--- src/rtl/spike_avl_arbiter.sv ---
// Two-master Avalon-MM arbiter: one outstanding transaction at a time, read timeout.
// Optional build macro SPIKE_ARB_M0_PRIORITY_EN: m0 wins every tie (otherwise round-robin).
module spike_avl_arbiter #(
    parameter int ADDR_W       = 14,
    parameter int DATA_W       = 16,
    parameter int BE_W         = 4,
    parameter int RD_TIMEOUT   = 16,
    parameter logic [DATA_W-1:0] TIMEOUT_DATA = 16'hDEAD
) (
    input  logic              avl_clk_i,
    input  logic              avl_reset_i,
    input  logic [ADDR_W-1:0] m0_address_i,
    input  logic [BE_W-1:0]   m0_byteenable_i,
    input  logic              m0_write_i,
    input  logic [DATA_W-1:0] m0_writedata_i,
    input  logic              m0_read_i,
    output logic              m0_waitrequest_o,
    output logic              m0_readdatavalid_o,
    output logic [DATA_W-1:0] m0_readdata_o,
    input  logic [ADDR_W-1:0] m1_address_i,
    input  logic [BE_W-1:0]   m1_byteenable_i,
    input  logic              m1_write_i,
    input  logic [DATA_W-1:0] m1_writedata_i,
    input  logic              m1_read_i,
    output logic              m1_waitrequest_o,
    output logic              m1_readdatavalid_o,
    output logic [DATA_W-1:0] m1_readdata_o,
    output logic [ADDR_W-1:0] s_address_o,
    output logic [BE_W-1:0]   s_byteenable_o,
    output logic              s_write_o,
    output logic [DATA_W-1:0] s_writedata_o,
    output logic              s_read_o,
    input  logic              s_waitrequest_i,
    input  logic              s_readdatavalid_i,
    input  logic [DATA_W-1:0] s_readdata_i,
    output logic              arb_timeout_o
);
    typedef enum logic [1:0] {ST_IDLE, ST_CMD, ST_RD_WAIT} state_t;

    localparam logic [7:0] TO_LAST = 8'(RD_TIMEOUT - 1);

    state_t      r_state;
    logic [1:0]  r_owner;       // one-hot, 0 = no owner
    logic        r_last_grant;  // 0 = m0, 1 = m1
    logic [7:0]  r_cnt;
    logic [1:0][DATA_W-1:0] r_rdata;

    logic        w_req0, w_req1, w_any, w_pick_m1, w_rd_done;
    logic [DATA_W-1:0] w_rdata;
    logic [1:0]  w_rdv, w_wait;

    assign w_req0 = m0_read_i | m0_write_i;
    assign w_req1 = m1_read_i | m1_write_i;
    assign w_any  = w_req0 | w_req1;

`ifdef SPIKE_ARB_M0_PRIORITY_EN
    assign w_pick_m1 = w_req1 & ~w_req0;
`else
    assign w_pick_m1 = w_req1 & (~w_req0 | ~r_last_grant);
`endif

    // Slave data wins over the timeout when both land on the same cycle.
    assign w_rd_done     = (r_state == ST_RD_WAIT) & (s_readdatavalid_i | (r_cnt == TO_LAST));
    assign w_rdata       = s_readdatavalid_i ? s_readdata_i : TIMEOUT_DATA;
    assign arb_timeout_o = w_rd_done & ~s_readdatavalid_i;

    always_ff @(posedge avl_clk_i or negedge avl_reset_i) begin
        if (!avl_reset_i) begin
            r_state        <= ST_IDLE;
            r_owner        <= 2'b00;
            r_last_grant   <= 1'b1;
            r_cnt          <= '0;
            s_address_o    <= '0;
            s_byteenable_o <= '0;
            s_writedata_o  <= '0;
            s_write_o      <= 1'b0;
            s_read_o       <= 1'b0;
        end else begin
            case (r_state)
                ST_IDLE: begin
                    if (w_any) begin
                        r_owner        <= w_pick_m1 ? 2'b10 : 2'b01;
                        r_last_grant   <= w_pick_m1;
                        s_address_o    <= w_pick_m1 ? m1_address_i : m0_address_i;
                        s_byteenable_o <= w_pick_m1 ? m1_byteenable_i : m0_byteenable_i;
                        s_writedata_o  <= w_pick_m1 ? m1_writedata_i : m0_writedata_i;
                        s_write_o      <= w_pick_m1 ? m1_write_i : m0_write_i;
                        s_read_o       <= w_pick_m1 ? (m1_read_i & ~m1_write_i)
                                                    : (m0_read_i & ~m0_write_i);
                        r_state        <= ST_CMD;
                    end else begin
                        r_owner <= 2'b00;
                    end
                end
                ST_CMD: begin
                    if (!s_waitrequest_i) begin
                        s_read_o  <= 1'b0;
                        s_write_o <= 1'b0;
                        if (s_read_o) begin
                            r_state <= ST_RD_WAIT;
                            r_cnt   <= '0;
                        end else begin
                            r_state <= ST_IDLE;
                            r_owner <= 2'b00;
                        end
                    end
                end
                ST_RD_WAIT: begin
                    if (w_rd_done) begin
                        r_state <= ST_IDLE;
                        r_owner <= 2'b00;
                    end else begin
                        r_cnt <= r_cnt + 8'd1;
                    end
                end
                default: r_state <= ST_IDLE;
            endcase
        end
    end

    genvar gi;
    generate
        for (gi = 0; gi < 2; gi++) begin : g_master
            assign w_rdv[gi]  = w_rd_done & r_owner[gi];
            assign w_wait[gi] = ~((r_state == ST_CMD) & r_owner[gi] & ~s_waitrequest_i);

            always_ff @(posedge avl_clk_i or negedge avl_reset_i) begin
                if (!avl_reset_i)
                    r_rdata[gi] <= '0;
                else if (w_rdv[gi])
                    r_rdata[gi] <= w_rdata;
            end
        end
    endgenerate

    assign m0_waitrequest_o   = w_wait[0];
    assign m1_waitrequest_o   = w_wait[1];
    assign m0_readdatavalid_o = w_rdv[0];
    assign m1_readdatavalid_o = w_rdv[1];
    assign m0_readdata_o      = w_rdv[0] ? w_rdata : r_rdata[0];
    assign m1_readdata_o      = w_rdv[1] ? w_rdata : r_rdata[1];
endmodule

--- config.mk ---
export PLATFORM = sky130hd
export DESIGN_NAME = spike_avl_arbiter
export DESIGN_NICKNAME = d
export VERILOG_FILES = /design/src/rtl/spike_avl_arbiter.sv
export SDC_FILE = /design/constraint.sdc
export NUM_CORES = 1
export LEC_CHECK = 0
export CAP_MARGIN = 20
export CORE_MARGIN = 8
export CORE_UTILIZATION = 45
export DETAILED_ROUTE_END_ITERATION = 10
export PLACE_DENSITY = 0.95
export SYNTH_ARGS = -nofsm -noshare
export SYNTH_HDL_FRONTEND = slang
export SYNTH_SLANG_ARGS = --single-unit
--- constraint.sdc ---
create_clock -name avl_clk_i -period 3.49 [get_ports avl_clk_i]
set_clock_uncertainty 0.1 [all_clocks]
set_input_delay 0.698 -clock avl_clk_i [delete_from_list [all_inputs] [get_ports avl_clk_i]]
set_output_delay 0.698 -clock avl_clk_i [all_outputs]
set_load 0.005 [all_outputs]
==> impl_metrics.json <==
{
  "hp-class": "input pin to asynchronous set/reset pin",
  "power_frac_seq": 0.358,
  "initial_utilization": 0.4576,
  "path_buf_inv": 3,
  "rsz0062_at_grt": "false",
  "startpoint_type": "flop",
  "timing.fmax_ghz": 0.2999,
  "synth_edf_count": 0,
  "grt_pass1_vias": 3535,
  "htreeDepth": 3,
  "final_common_cell": "clkdlybuf4s50_1",
  "numPortBuffers": 164,
  "gr-usage-met1": 0.2189,
  "clk_pin_slew_ps": 90,
  "synthFlopType": "dfrtp_1",
  "gr-total-overflow": 0,
  "cts_sinks": 81,
  "setup_viol": 0,
  "gr-max-usage-layer": "met2",
  "crit_fanout": 5,
  "p_leak_uw": 0.002547,
  "irDropWorstVdd_mv": 0.3643,
  "antenna_found_initial": 0,
  "wire_per_inst_um": 17.81,
  "swShare": 0.3384,
  "cts_max_path_buffers": 2,
  "core-area_um2": 8134,
  "antennaDiodeCount": 0,
  "crit_slowest_cell": "clkdlybuf4s50_1",
  "tns_ps": 0,
  "r2r_slack_ps": 1190,
  "critical_path.top_delay_family": "buffers and inverters",
  "rows": 33,
  "drc": 0,
  "grt_util_met2": 0.3273,
  "rr_worst_depth": 6,
  "required_ps": 2690,
  "drv_cap": 0,
  "run_status": "completed",
  "worst_pin_slew_ps": 935.6,
  "num_vias": 3327,
  "p_clk_frac": 0.176,
  "area_delta_synth_final_pct": 56.03,
  "path_class": "flop to primary output",
  "viasPerCell": 5.392,
  "crit_chain": "ha_2 -> and3_2 -> a21o_1 -> nand3_1 -> clkinvlp_4 -> buf_4 -> a2bb2oi_1 -> clkdlybuf4s50_1",
  "nets": 604,
  "ant_nets": 0,
  "cts_tree": "done",
  "fin_crit_sh": 0.9556,
  "power_frac_comb": 0.466,
  "routed_wl_um": 10990,
  "track_usage": 0.1942,
  "slew_violations": 0,
  "dr.first_iter.drc_count": 100,
  "syn_inst": 341,
  "die_w_um": 107.0,
  "syn_nets": 438,
  "die_area_um2": 11440,
  "ys_seq_area_frac": 0.5449,
  "max_slew_margin": 0.3739,
  "root_buffer": "clkbuf_8",
  "max_stage_delay_ps": 550,
  "p_sw_uw": 1475,
  "synth_area_um2": 3722,
  "p_int_uw": 2884,
  "cp.arrival_ps": 2540,
  "boundaryPins": 165,
  "final_cell_mix": "163 x clkdlybuf4s50_1, 79 x dfrtp_1, 44 x nand2_1",
  "final_layout_size_suffix_gt1_frac": 0.1035,
  "synth-seq-cells": 81,
  "die_h_um": 107.0,
  "r2r-end": "r_cnt[1]",
  "path_depth": 8,
  "clock_latency_ps": 340,
  "grt_util_met3": 0.07139,
  "drtPass1Iterations": 4,
  "gp_congestion": 0.8315,
  "cts_made_buffers": 9,
  "grt_pass1_wl_um": 17800,
  "critPathLaunch": "r_cnt[0]",
  "synth.distinct_cells": 46,
  "cts_hold_buf": 0,
  "crit_path_end_kind": "primary output",
  "ys_warn_count": 0,
  "critPathCapture": "m1_readdata_o[11]",
  "rr_startpoint": "r_state[0]",
  "async_flop_share": 1.000,
  "grt_max_degree": 82,
  "hold_violations": 0,
  "synth_area_per_cell_um2": 10.92,
  "fin_crit_ps": 3335,
  "hpwlAfterDp_um": 8353,
  "finalHoldWorstSlack_ps": 127.4,
  "p_per_area_nw_per_um2": 750.4
}
[per-layer routing]
layer | routed length (um) | vias to the layer above | part of all wire
met5 | 0 | - | 0
li1 | - | 1569 | -
met2 | 5594 | 145 | 0.51
met4 | 196 | 0 | 0.018
met1 | 4234 | 1597 | 0.39
met3 | 960 | 16 | 0.087
[synthesized netlist by cell type (4+ instances only)]
library cell   n  share of area
dfrtp_1       80           0.54
nand2_1       45          0.045
o21ai_0       43          0.058
mux2i_1       36          0.097
a2bb2oi_1     22          0.052
nor2_1        14          0.014
a32o_1        10          0.027
inv_1         10          0.010
buf_2          8          0.011
clkbuf_1       8         0.0081
nand3_1        7         0.0094
ha_1           5          0.017
or4_1          4         0.0081
[registers in the layout, summed over array words and instances (netlist names), 2 cells and up]
signal          count
r_cnt               8
r_owner             2
r_rdata            32
r_state             2
s_address_o        14
s_byteenable_o      4
s_writedata_o      16
[cell type report]
| type | instances | area [um2] |
|---|---|---|
| fillers | 600 | 2326 |
| flip-flops and latches | 81 | 2029 |
| repair buffers | 176 | 1762 |
| multi-input cells | 228 | 1617 |
| well taps | 105 | 131.4 |
| clock buffers | 9 | 123.9 |
| clock inverters | 7 | 100.1 |
| inverters | 11 | 45.04 |
[how the worst min path moves through the flow]
stage	startpoint	to	slack, ps
global route	avl_reset_i	r_rdata[25]	110
global placement	s_writedata_o[14]	s_writedata_o[14]	360
CTS	s_writedata_o[11]	s_writedata_o[11]	390
detailed placement	s_writedata_o[11]	s_writedata_o[11]	370
finish	avl_reset_i	r_cnt[5]	130
floorplan	avl_reset_i	r_cnt[0]	300
[cell families (layout without fill, tap and decap cells)]
group / count (synthesis) / in the layout / share of synthesized area
muxes: 38 / 38 / 0.1029
DFF: 81 / 81 / 0.5449
AOI/OAI and AO/OA: 96 / 96 / 0.1795
adders and majority gates: 5 / 5 / 0.01681
buffers and inverters: 32 / 203 / 0.03899
and+or+nand+nor: 89 / 89 / 0.1170
[power by group through the flow]
stage	clock network, uW	registers, uW	logic (uW)
after floorplan	0	1540	918
after global placement	0	1540	1930
after detailed placement	0	1570	2000
after CTS	790	1550	2010
after global routing	831	1600	2240
final	767	1560	2030
[repair_timing]
action,in CTS,in global routing
buffers inserted,2,2
endpoints found under the setup margin,7,22
pin swaps,0,1
resized for setup,1,11
[stage by stage]
| step | cells | worst slack [ps] | instance area (um2) | power [uW] | util |
|---|---|---|---|---|---|
| after global placement | 596 | 204.3 | 5468 | 3471 | 0.6722 |
| after floorplan | 341 | 1096 | 3722 | 2457 | - |
| after detailed placement | 596 | 39.98 | 5468 | 3567 | 0.6722 |
| after global routing | 617 | 26.64 | 5808 | 4680 | 0.7140 |
| final | 617 | 155.1 | 5808 | 4359 | 0.7140 |
| after CTS | 614 | 43.55 | 5710 | 4347 | 0.7020 |
No activity file was read; power rests on OpenSTA's default activity.
